<file path="config.mk">
export PLATFORM = sky130hd
export DESIGN_NAME = lcg_stim_gen_flat
export DESIGN_NICKNAME = d
export VERILOG_FILES = /design/src/rtl/lcg_stim_pkg.sv /design/src/rtl/lcg_stim_gen_if.sv /design/src/rtl/lcg_stim_gen_lcg32_core.sv /design/src/rtl/lcg_stim_gen.sv /design/src/flat_wrapper.sv
export SDC_FILE = /design/constraint.sdc
export NUM_CORES = 2
export LEC_CHECK = 0
export CAP_MARGIN = 20
export CORE_MARGIN = 2
export CORE_UTILIZATION = 45
export DETAILED_ROUTE_END_ITERATION = 16
export GPL_TIMING_DRIVEN = 0
export PLACE_DENSITY = 0.68
export REMOVE_ABC_BUFFERS = 1
export SETUP_SLACK_MARGIN = 0.02
export SLEW_MARGIN = 10
export SYNTH_ARGS = -nofsm -noshare
export SYNTH_HDL_FRONTEND = slang
export SYNTH_HIERARCHICAL = 1
export SYNTH_SLANG_ARGS = --single-unit
</file>
<file path="constraint.sdc">
create_clock -name clk -period 11.3 [get_ports clk]
set_input_delay 1.695 -clock clk [delete_from_list [all_inputs] [get_ports clk]]
set_output_delay 1.695 -clock clk [all_outputs]
set_load 0.005 [all_outputs]
</file>
<file path="src/rtl/lcg_stim_pkg.sv">
// Shared types, default LCG constants and the LCG step function for the
// stimulus generator family.
package lcg_stim_pkg;

    typedef enum logic [1:0] {
        MODE_LCG   = 2'd0,
        MODE_COUNT = 2'd1,
        MODE_WALK1 = 2'd2,
        MODE_RSVD  = 2'd3
    } mode_e;

    typedef enum logic [1:0] {
        ST_IDLE    = 2'd0,
        ST_FILL    = 2'd1,
        ST_PRESENT = 2'd2,
        ST_DONE    = 2'd3
    } state_e;

    localparam logic [31:0] DEF_LCG_A = 32'h41C64E6D;
    localparam logic [31:0] DEF_LCG_C = 32'h3039;

    // One LCG step with explicit constants, arithmetic mod 2^32.
    function automatic logic [31:0] lcg_step(input logic [31:0] state,
                                             input logic [31:0] mul,
                                             input logic [31:0] inc);
        return state * mul + inc;
    endfunction

    // One LCG step with the default team constants.
    function automatic logic [31:0] lcg_next(input logic [31:0] state);
        return lcg_step(state, DEF_LCG_A, DEF_LCG_C);
    endfunction

endpackage

</file>
<file path="src/rtl/lcg_stim_gen_if.sv">
// Valid/ready vector bus from the stimulus generator to its consumer.
interface lcg_stim_gen_if #(
    parameter int OUT_W = 258
);
    logic             out_valid;
    logic             out_ready;
    logic [OUT_W-1:0] out_data;
    logic [31:0]      out_index;

    modport master (
        output out_valid,
        output out_data,
        output out_index,
        input  out_ready
    );

    modport slave (
        input  out_valid,
        input  out_data,
        input  out_index,
        output out_ready
    );
endinterface

</file>
<file path="src/rtl/lcg_stim_gen_lcg32_core.sv">
// 32-bit LCG state register with load and step controls; load wins over step.
module lcg32_core
    import lcg_stim_pkg::*;
#(
    parameter logic [31:0] SEED  = 32'd1948728483,
    parameter logic [31:0] LCG_A = DEF_LCG_A,
    parameter logic [31:0] LCG_C = DEF_LCG_C
) (
    input  logic        clk,
    input  logic        rst,
    input  logic        load_i,
    input  logic        step_i,
    input  logic [31:0] seed_i,
    output logic [31:0] state_o,
    output logic [31:0] next_state_o
);
    logic [31:0] state_q;
    logic [31:0] state_d;

    assign next_state_o = lcg_step(state_q, LCG_A, LCG_C);
    assign state_o      = state_q;

    // Select the next LCG state: reload, advance or hold.
    always_comb begin
        state_d = state_q;
        if (load_i) begin
            state_d = seed_i;
        end else if (step_i) begin
            state_d = next_state_o;
        end
    end

    // LCG state register.
    always_ff @(posedge clk) begin
        if (rst) begin
            state_q <= SEED;
        end else begin
            state_q <= state_d;
        end
    end
endmodule

</file>
<file path="src/rtl/lcg_stim_gen.sv">
// LCG-based stimulus generator: fills an OUT_W-bit vector one 32-bit word per
// cycle, then presents it on a valid/ready bus; cfg_count+1 vectors per run.
module lcg_stim_gen
    import lcg_stim_pkg::*;
#(
    parameter int          OUT_W    = 258,
    parameter logic [31:0] DEF_SEED = 32'd1948728483,
    parameter logic [31:0] LCG_A    = DEF_LCG_A,
    parameter logic [31:0] LCG_C    = DEF_LCG_C
) (
    input  logic           clk,
    input  logic           rst,
    input  logic           start,
    input  logic [31:0]    cfg_seed,
    input  logic [1:0]     cfg_mode,
    input  logic [31:0]    cfg_count,
    output logic           busy,
    output logic           done,
    output logic [31:0]    rng_state_o,
    lcg_stim_gen_if.master out_if
);
    localparam int NWORDS = (OUT_W + 31) / 32;
    localparam int WCNT_W = (NWORDS > 1) ? $clog2(NWORDS) : 1;
    localparam int WALK_W = (OUT_W > 1) ? $clog2(OUT_W) : 1;

    state_e             state_q, state_d;
    mode_e              mode_q, mode_d;
    logic [31:0]        count_q, count_d;
    logic [31:0]        index_q, index_d;
    logic [WALK_W-1:0]  walk_q, walk_d;
    logic [WCNT_W-1:0]  wcnt_q, wcnt_d;
    logic [OUT_W-1:0]   shadow_q, shadow_d;
    logic [OUT_W-1:0]   data_q, data_d;

    logic [31:0]        next_state;
    logic               rng_load;
    logic               rng_step;
    logic               last_word;
    logic               last_vec;
    logic               handshake;
    logic               valid;
    logic [OUT_W-1:0]   shadow_wr;
    logic [OUT_W-1:0]   walk_vec;
    logic [OUT_W-1:0]   fill_vec;

    assign rng_load  = (state_q == ST_IDLE) && start;
    assign rng_step  = (state_q == ST_FILL);
    assign last_word = (wcnt_q == WCNT_W'(NWORDS - 1));
    assign last_vec  = (index_q == count_q);
    assign handshake = valid && out_if.out_ready;

    lcg32_core #(
        .SEED  (DEF_SEED),
        .LCG_A (LCG_A),
        .LCG_C (LCG_C)
    ) u_core (
        .clk          (clk),
        .rst          (rst),
        .load_i       (rng_load),
        .step_i       (rng_step),
        .seed_i       (cfg_seed),
        .state_o      (rng_state_o),
        .next_state_o (next_state)
    );

    // Shadow register with the word selected by the word counter replaced by
    // the freshly stepped LCG state; bits past OUT_W in the last word drop out.
    always_comb begin
        shadow_wr = shadow_q;
        for (int unsigned i = 0; i < OUT_W; i++) begin
            if (wcnt_q == WCNT_W'(i / 32)) begin
                shadow_wr[i] = next_state[5'(i % 32)];
            end
        end
    end

    // Walking-one position is tracked incrementally instead of index mod OUT_W.
    always_comb begin
        walk_vec         = '0;
        walk_vec[walk_q] = 1'b1;
        case (mode_q)
            MODE_COUNT: fill_vec = OUT_W'(index_q);
            MODE_WALK1: fill_vec = walk_vec;
            default:    fill_vec = shadow_wr;
        endcase
    end

    // FSM state register.
    always_ff @(posedge clk) begin
        if (rst) begin
            state_q <= ST_IDLE;
        end else begin
            state_q <= state_d;
        end
    end

    // FSM next-state logic.
    always_comb begin
        state_d = state_q;
        case (state_q)
            ST_IDLE:    if (start) state_d = ST_FILL;
            ST_FILL:    if (last_word) state_d = ST_PRESENT;
            ST_PRESENT: if (handshake) state_d = last_vec ? ST_DONE : ST_FILL;
            ST_DONE:    state_d = ST_IDLE;
            default:    state_d = ST_IDLE;
        endcase
    end

    // FSM outputs decoded from the current state.
    always_comb begin
        busy  = (state_q != ST_IDLE);
        done  = (state_q == ST_DONE);
        valid = (state_q == ST_PRESENT);
    end

    assign out_if.out_valid = valid;
    assign out_if.out_data  = data_q;
    assign out_if.out_index = index_q;

    // Datapath next-state: config capture, word fill, index/walk advance.
    always_comb begin
        mode_d   = mode_q;
        count_d  = count_q;
        index_d  = index_q;
        walk_d   = walk_q;
        wcnt_d   = wcnt_q;
        shadow_d = shadow_q;
        data_d   = data_q;
        case (state_q)
            ST_IDLE: begin
                if (start) begin
                    mode_d  = mode_e'(cfg_mode);
                    count_d = cfg_count;
                    index_d = '0;
                    walk_d  = '0;
                    wcnt_d  = '0;
                end
            end
            ST_FILL: begin
                wcnt_d = wcnt_q + WCNT_W'(1);
                if (mode_q == MODE_LCG || mode_q == MODE_RSVD) begin
                    shadow_d = shadow_wr;
                end
                if (last_word) begin
                    data_d = fill_vec;
                    wcnt_d = '0;
                end
            end
            ST_PRESENT: begin
                if (handshake && !last_vec) begin
                    index_d = index_q + 32'd1;
                    walk_d  = (walk_q == WALK_W'(OUT_W - 1)) ? '0 : walk_q + WALK_W'(1);
                    wcnt_d  = '0;
                end
            end
            default: ;
        endcase
    end

    // Datapath registers.
    always_ff @(posedge clk) begin
        if (rst) begin
            mode_q   <= MODE_LCG;
            count_q  <= '0;
            index_q  <= '0;
            walk_q   <= '0;
            wcnt_q   <= '0;
            shadow_q <= '0;
            data_q   <= '0;
        end else begin
            mode_q   <= mode_d;
            count_q  <= count_d;
            index_q  <= index_d;
            walk_q   <= walk_d;
            wcnt_q   <= wcnt_d;
            shadow_q <= shadow_d;
            data_q   <= data_d;
        end
    end
endmodule

</file>
<file path="src/flat_wrapper.sv">
// flat-port wrapper written by rule: the top's interface ports become plain ports
module lcg_stim_gen_flat import lcg_stim_pkg::*;
#(
    parameter int          OUT_W    = 258,
    parameter logic [31:0] DEF_SEED = 32'd1948728483,
    parameter logic [31:0] LCG_A    = DEF_LCG_A,
    parameter logic [31:0] LCG_C    = DEF_LCG_C
)
  (clk, rst, start, cfg_seed, cfg_mode, cfg_count, busy, done, rng_state_o, out_if_out_valid, out_if_out_data, out_if_out_index, out_if_out_ready);
  lcg_stim_gen_if #(.OUT_W(OUT_W)) out_if_i ();
  input  logic clk;
  input  logic rst;
  input  logic start;
  input  logic [31:0] cfg_seed;
  input  logic [1:0] cfg_mode;
  input  logic [31:0] cfg_count;
  output logic busy;
  output logic done;
  output logic [31:0] rng_state_o;
  output wire logic [$bits(out_if_i.out_valid)-1:0] out_if_out_valid;
  output wire logic [$bits(out_if_i.out_data)-1:0] out_if_out_data;
  output wire logic [$bits(out_if_i.out_index)-1:0] out_if_out_index;
  input wire logic [$bits(out_if_i.out_ready)-1:0] out_if_out_ready;
  assign out_if_out_valid = out_if_i.out_valid;
  assign out_if_out_data = out_if_i.out_data;
  assign out_if_out_index = out_if_i.out_index;
  assign out_if_i.out_ready = out_if_out_ready;
  lcg_stim_gen #(.OUT_W(OUT_W), .DEF_SEED(DEF_SEED), .LCG_A(LCG_A), .LCG_C(LCG_C)) u_core (.clk(clk), .rst(rst), .start(start), .cfg_seed(cfg_seed), .cfg_mode(cfg_mode), .cfg_count(cfg_count), .busy(busy), .done(done), .rng_state_o(rng_state_o), .out_if(out_if_i));
endmodule
</file>
==> impl_metrics.yaml <==
status:
  outcome: "finished, final reports clean"
worst_setup_path:
  crit_arrival_ns: 10.11
  slowest_stage: "dfxtp_1"
  crit_path_end_kind: "flip-flop"
  critPathMaxFanout: 19
  reg2reg_depth: 26
  reg2reg_to: "u_core/out_if.out_data[191]"
  required_ns: 11.79
  r2r_slack_ns: 1.68
  critPathTopFamily: "adder cells"
  worst-path-buf-inv: 8
  worstSetupStartpointType: "flip-flop"
  r2r_start: "u_core/u_core/state_o[0]"
  crit_path_max_incr_delay_ns: 0.90
  worst_path_most_repeated_cell: "inv_1"
  worst-setup-path-type: "flip-flop to flip-flop"
floorplan:
  io_pins: 395
  initial_utilization_pct: 45.3
  fp.coreArea_mm2: 0.0836
  row_count: 106
  die_w_um: 294
  die_area_mm2: 0.0865
  die_height_um: 294
clock_tree:
  cts_made_buffers: 73
  clk_pin_slew_worst_paths_ns: 0.06
  cts_hold_buf: 0
  insertion_delay_ns: 0.64
  cts.sinks: 627
  postCtsResizedCells: 0
  root_buffer: "clkbuf_16"
  postCtsSetupBuffers: 0
  clock_path_buffers: 3
  htree_levels: 3
  tritoncts: "yes"
sta:
  grt_setup_unrepaired: "no"
  hold_viol: 0
  setup_viol: 0
  fmax_mhz: 104
  final-max-slew-violation-count: 0
  max-slew-margin-rel_pct: 23.7
  fin_crit_sh_pct: 85.1
  min_period_ns: 9.62
  finClkSkew_ns: 0.0237
  tightestPinTransition_ns: 1.14
  timing.hold.ws_ns: 0.451
synth:
  syn_area_per_cell_um2: 8.36
  synth_warnings: 6
  yosys_most_used_dff: "dfxtp_1"
  synth_cells: 4533
  synth_top_area_share_pct: 33.1
  synthTopCellsByArea: "dfxtp_1, fa_1, mux2_2, ha_1, nand2_1"
  async_flop_share_pct: 0
  yosysTopAreaCell: "dfxtp_1"
  yosysMostFrequentCell: "nand2_1"
  synth-edff-count: 0
  ys_top_cells_by_count: "nand2_1, dfxtp_1, a21oi_1"
  synth.distinct_cells: 84
  ys_seq_elements: 627
  synth_area_mm2: 0.0379
  synth-seq-area-share_pct: 33.1
routing:
  dr.first_iter.drc_count: 3419
  via_per_inst: 5.87
  routedWlPerCell_um: 22.9
  routed_wl_um: 135000
  drc_errors: 0
  ant_nets: 0
  vias: 34500
  dr.pass1.iters: 7
placed_design:
  io_buffers: 394
  place_hpwl_um: 96200
  dp.cells: 5737
  dpl_cell_area_mm2: 0.0438
  place_congestion: 0.925
cells_and_area:
  nNetsFinal: 5208
  fin_area_mm2: 0.0463
  fin_cells: 5870
  final_layout_size_suffix_gt1_share_pct: 12.1
  syn2layout_area_growth_pct: 22.2
global_route:
  antenna_found_initial: 2
  grt_pass1_wl_um: 203000
  track_usage_pct: 30.5
  grt_pass1_vias: 33200
  grt_overflow_total: 0
  grt_max_degree: 111
flow_run:
  cap_violations: 0
worst_hold_path:
  min_path_cells: 2
  hold_end: "u_core/shadow_q[119]"
  worstHoldStart: "u_core/shadow_q[119]"
  hold_class: "flip-flop to flip-flop"
==> per-stage QoR <==
step / util [%] / setup WS [ns] / setup TNS [ns]
after detailed placement: 52.5 / 1.72 / 0
after floorplan: - / 2.24 / 0
after global placement: 49.9 / -17.17 / -4987.95
after global routing: 55.4 / 1.34 / 0
final: 55.4 / 1.68 / 0
after CTS: 55.3 / 1.70 / 0
==> cell families after synthesis <==
group / synth area share, %
DFF: 33.1
AOI/OAI and AO/OA: 14.9
adders and majority gates: 17.0
and+or+nand+nor: 16.7
xor gates and xnor gates: 2.04
buffers and inverters: 8.17
muxes: 7.99
==> layer usage <==
metal	up-vias	GRT usage (%)	wire, um
met1	16700	40.9	54900
met3	321	5.42	12100
met2	1694	47.3	60200
met4	0	15.5	7360
met5	-	0	0
li1	15800	-	-
==> registers in the layout, summed over array words and instances, names as in the netlist <==
name,flops
u_core/walk_q,9
u_core/state_q,2
u_core/mode_q,2
u_core/out_if.out_index,32
u_core/count_q,32
u_core/out_if.out_data,258
u_core/wcnt_q,4
u_core/shadow_q,256
u_core/u_core/state_o,32
==> how the worst max path moves through the flow <==
| stage | from | slack, ns | to | cells after the start |
|---|---|---|---|---|
| detailed placement | u_core/u_core/state_o[0] | 1.72 | u_core/out_if.out_data[191] | 26 |
| floorplan | u_core/wcnt_q[0] | 2.24 | u_core/out_if.out_data[0] | 6 |
| finish | u_core/u_core/state_o[0] | 1.68 | u_core/out_if.out_data[191] | 26 |
| global route | u_core/u_core/state_o[0] | 1.34 | u_core/out_if.out_data[191] | 26 |
| global placement | rst | -17.17 | u_core/out_if.out_index[29] | 4 |
| CTS | u_core/u_core/state_o[0] | 1.70 | u_core/out_if.out_data[191] | 26 |
==> cell type report <==
type | count | area (um2)
Clock inverter | 29 | 330
Inverter | 433 | 1630
Sequential cell | 627 | 12600
Multi-Input combinational cell | 3106 | 22600
Timing Repair Buffer | 493 | 5730
Antenna cell | 1 | 2.50
Tap cell | 1080 | 1350
Fill cell | 7559 | 37300
Clock buffer | 101 | 2080
==> layout by cell type (no fill, tap or decap), drive strengths merged, types with 14 or more instances in the layout <==
master and count:
a21oi 440, a221oi 234, a31oi 14, and2 14, and3 22, buf 100
clkbuf 101, clkdlybuf4s50 393, clkinv 18, dfxtp 627, fa 185, ha 219
inv 437, mux2 258, nand2 660, nand2b 15, nand3 41, nand4 26
nor2 352, nor2b 18, nor3 246, o21ai 108, o31ai 25, xnor2 67
xor2 21
==> tightest hold or removal path, cell delays in order (launching register included) <==
cell,delay [ns]
dfxtp_1,0.30
nand2_1,0.05
a21oi_1,0.05
Power is left out: the tool's default activity adds up to more than one toggle a clock period on the data nets, which glitch-free logic cannot reach.
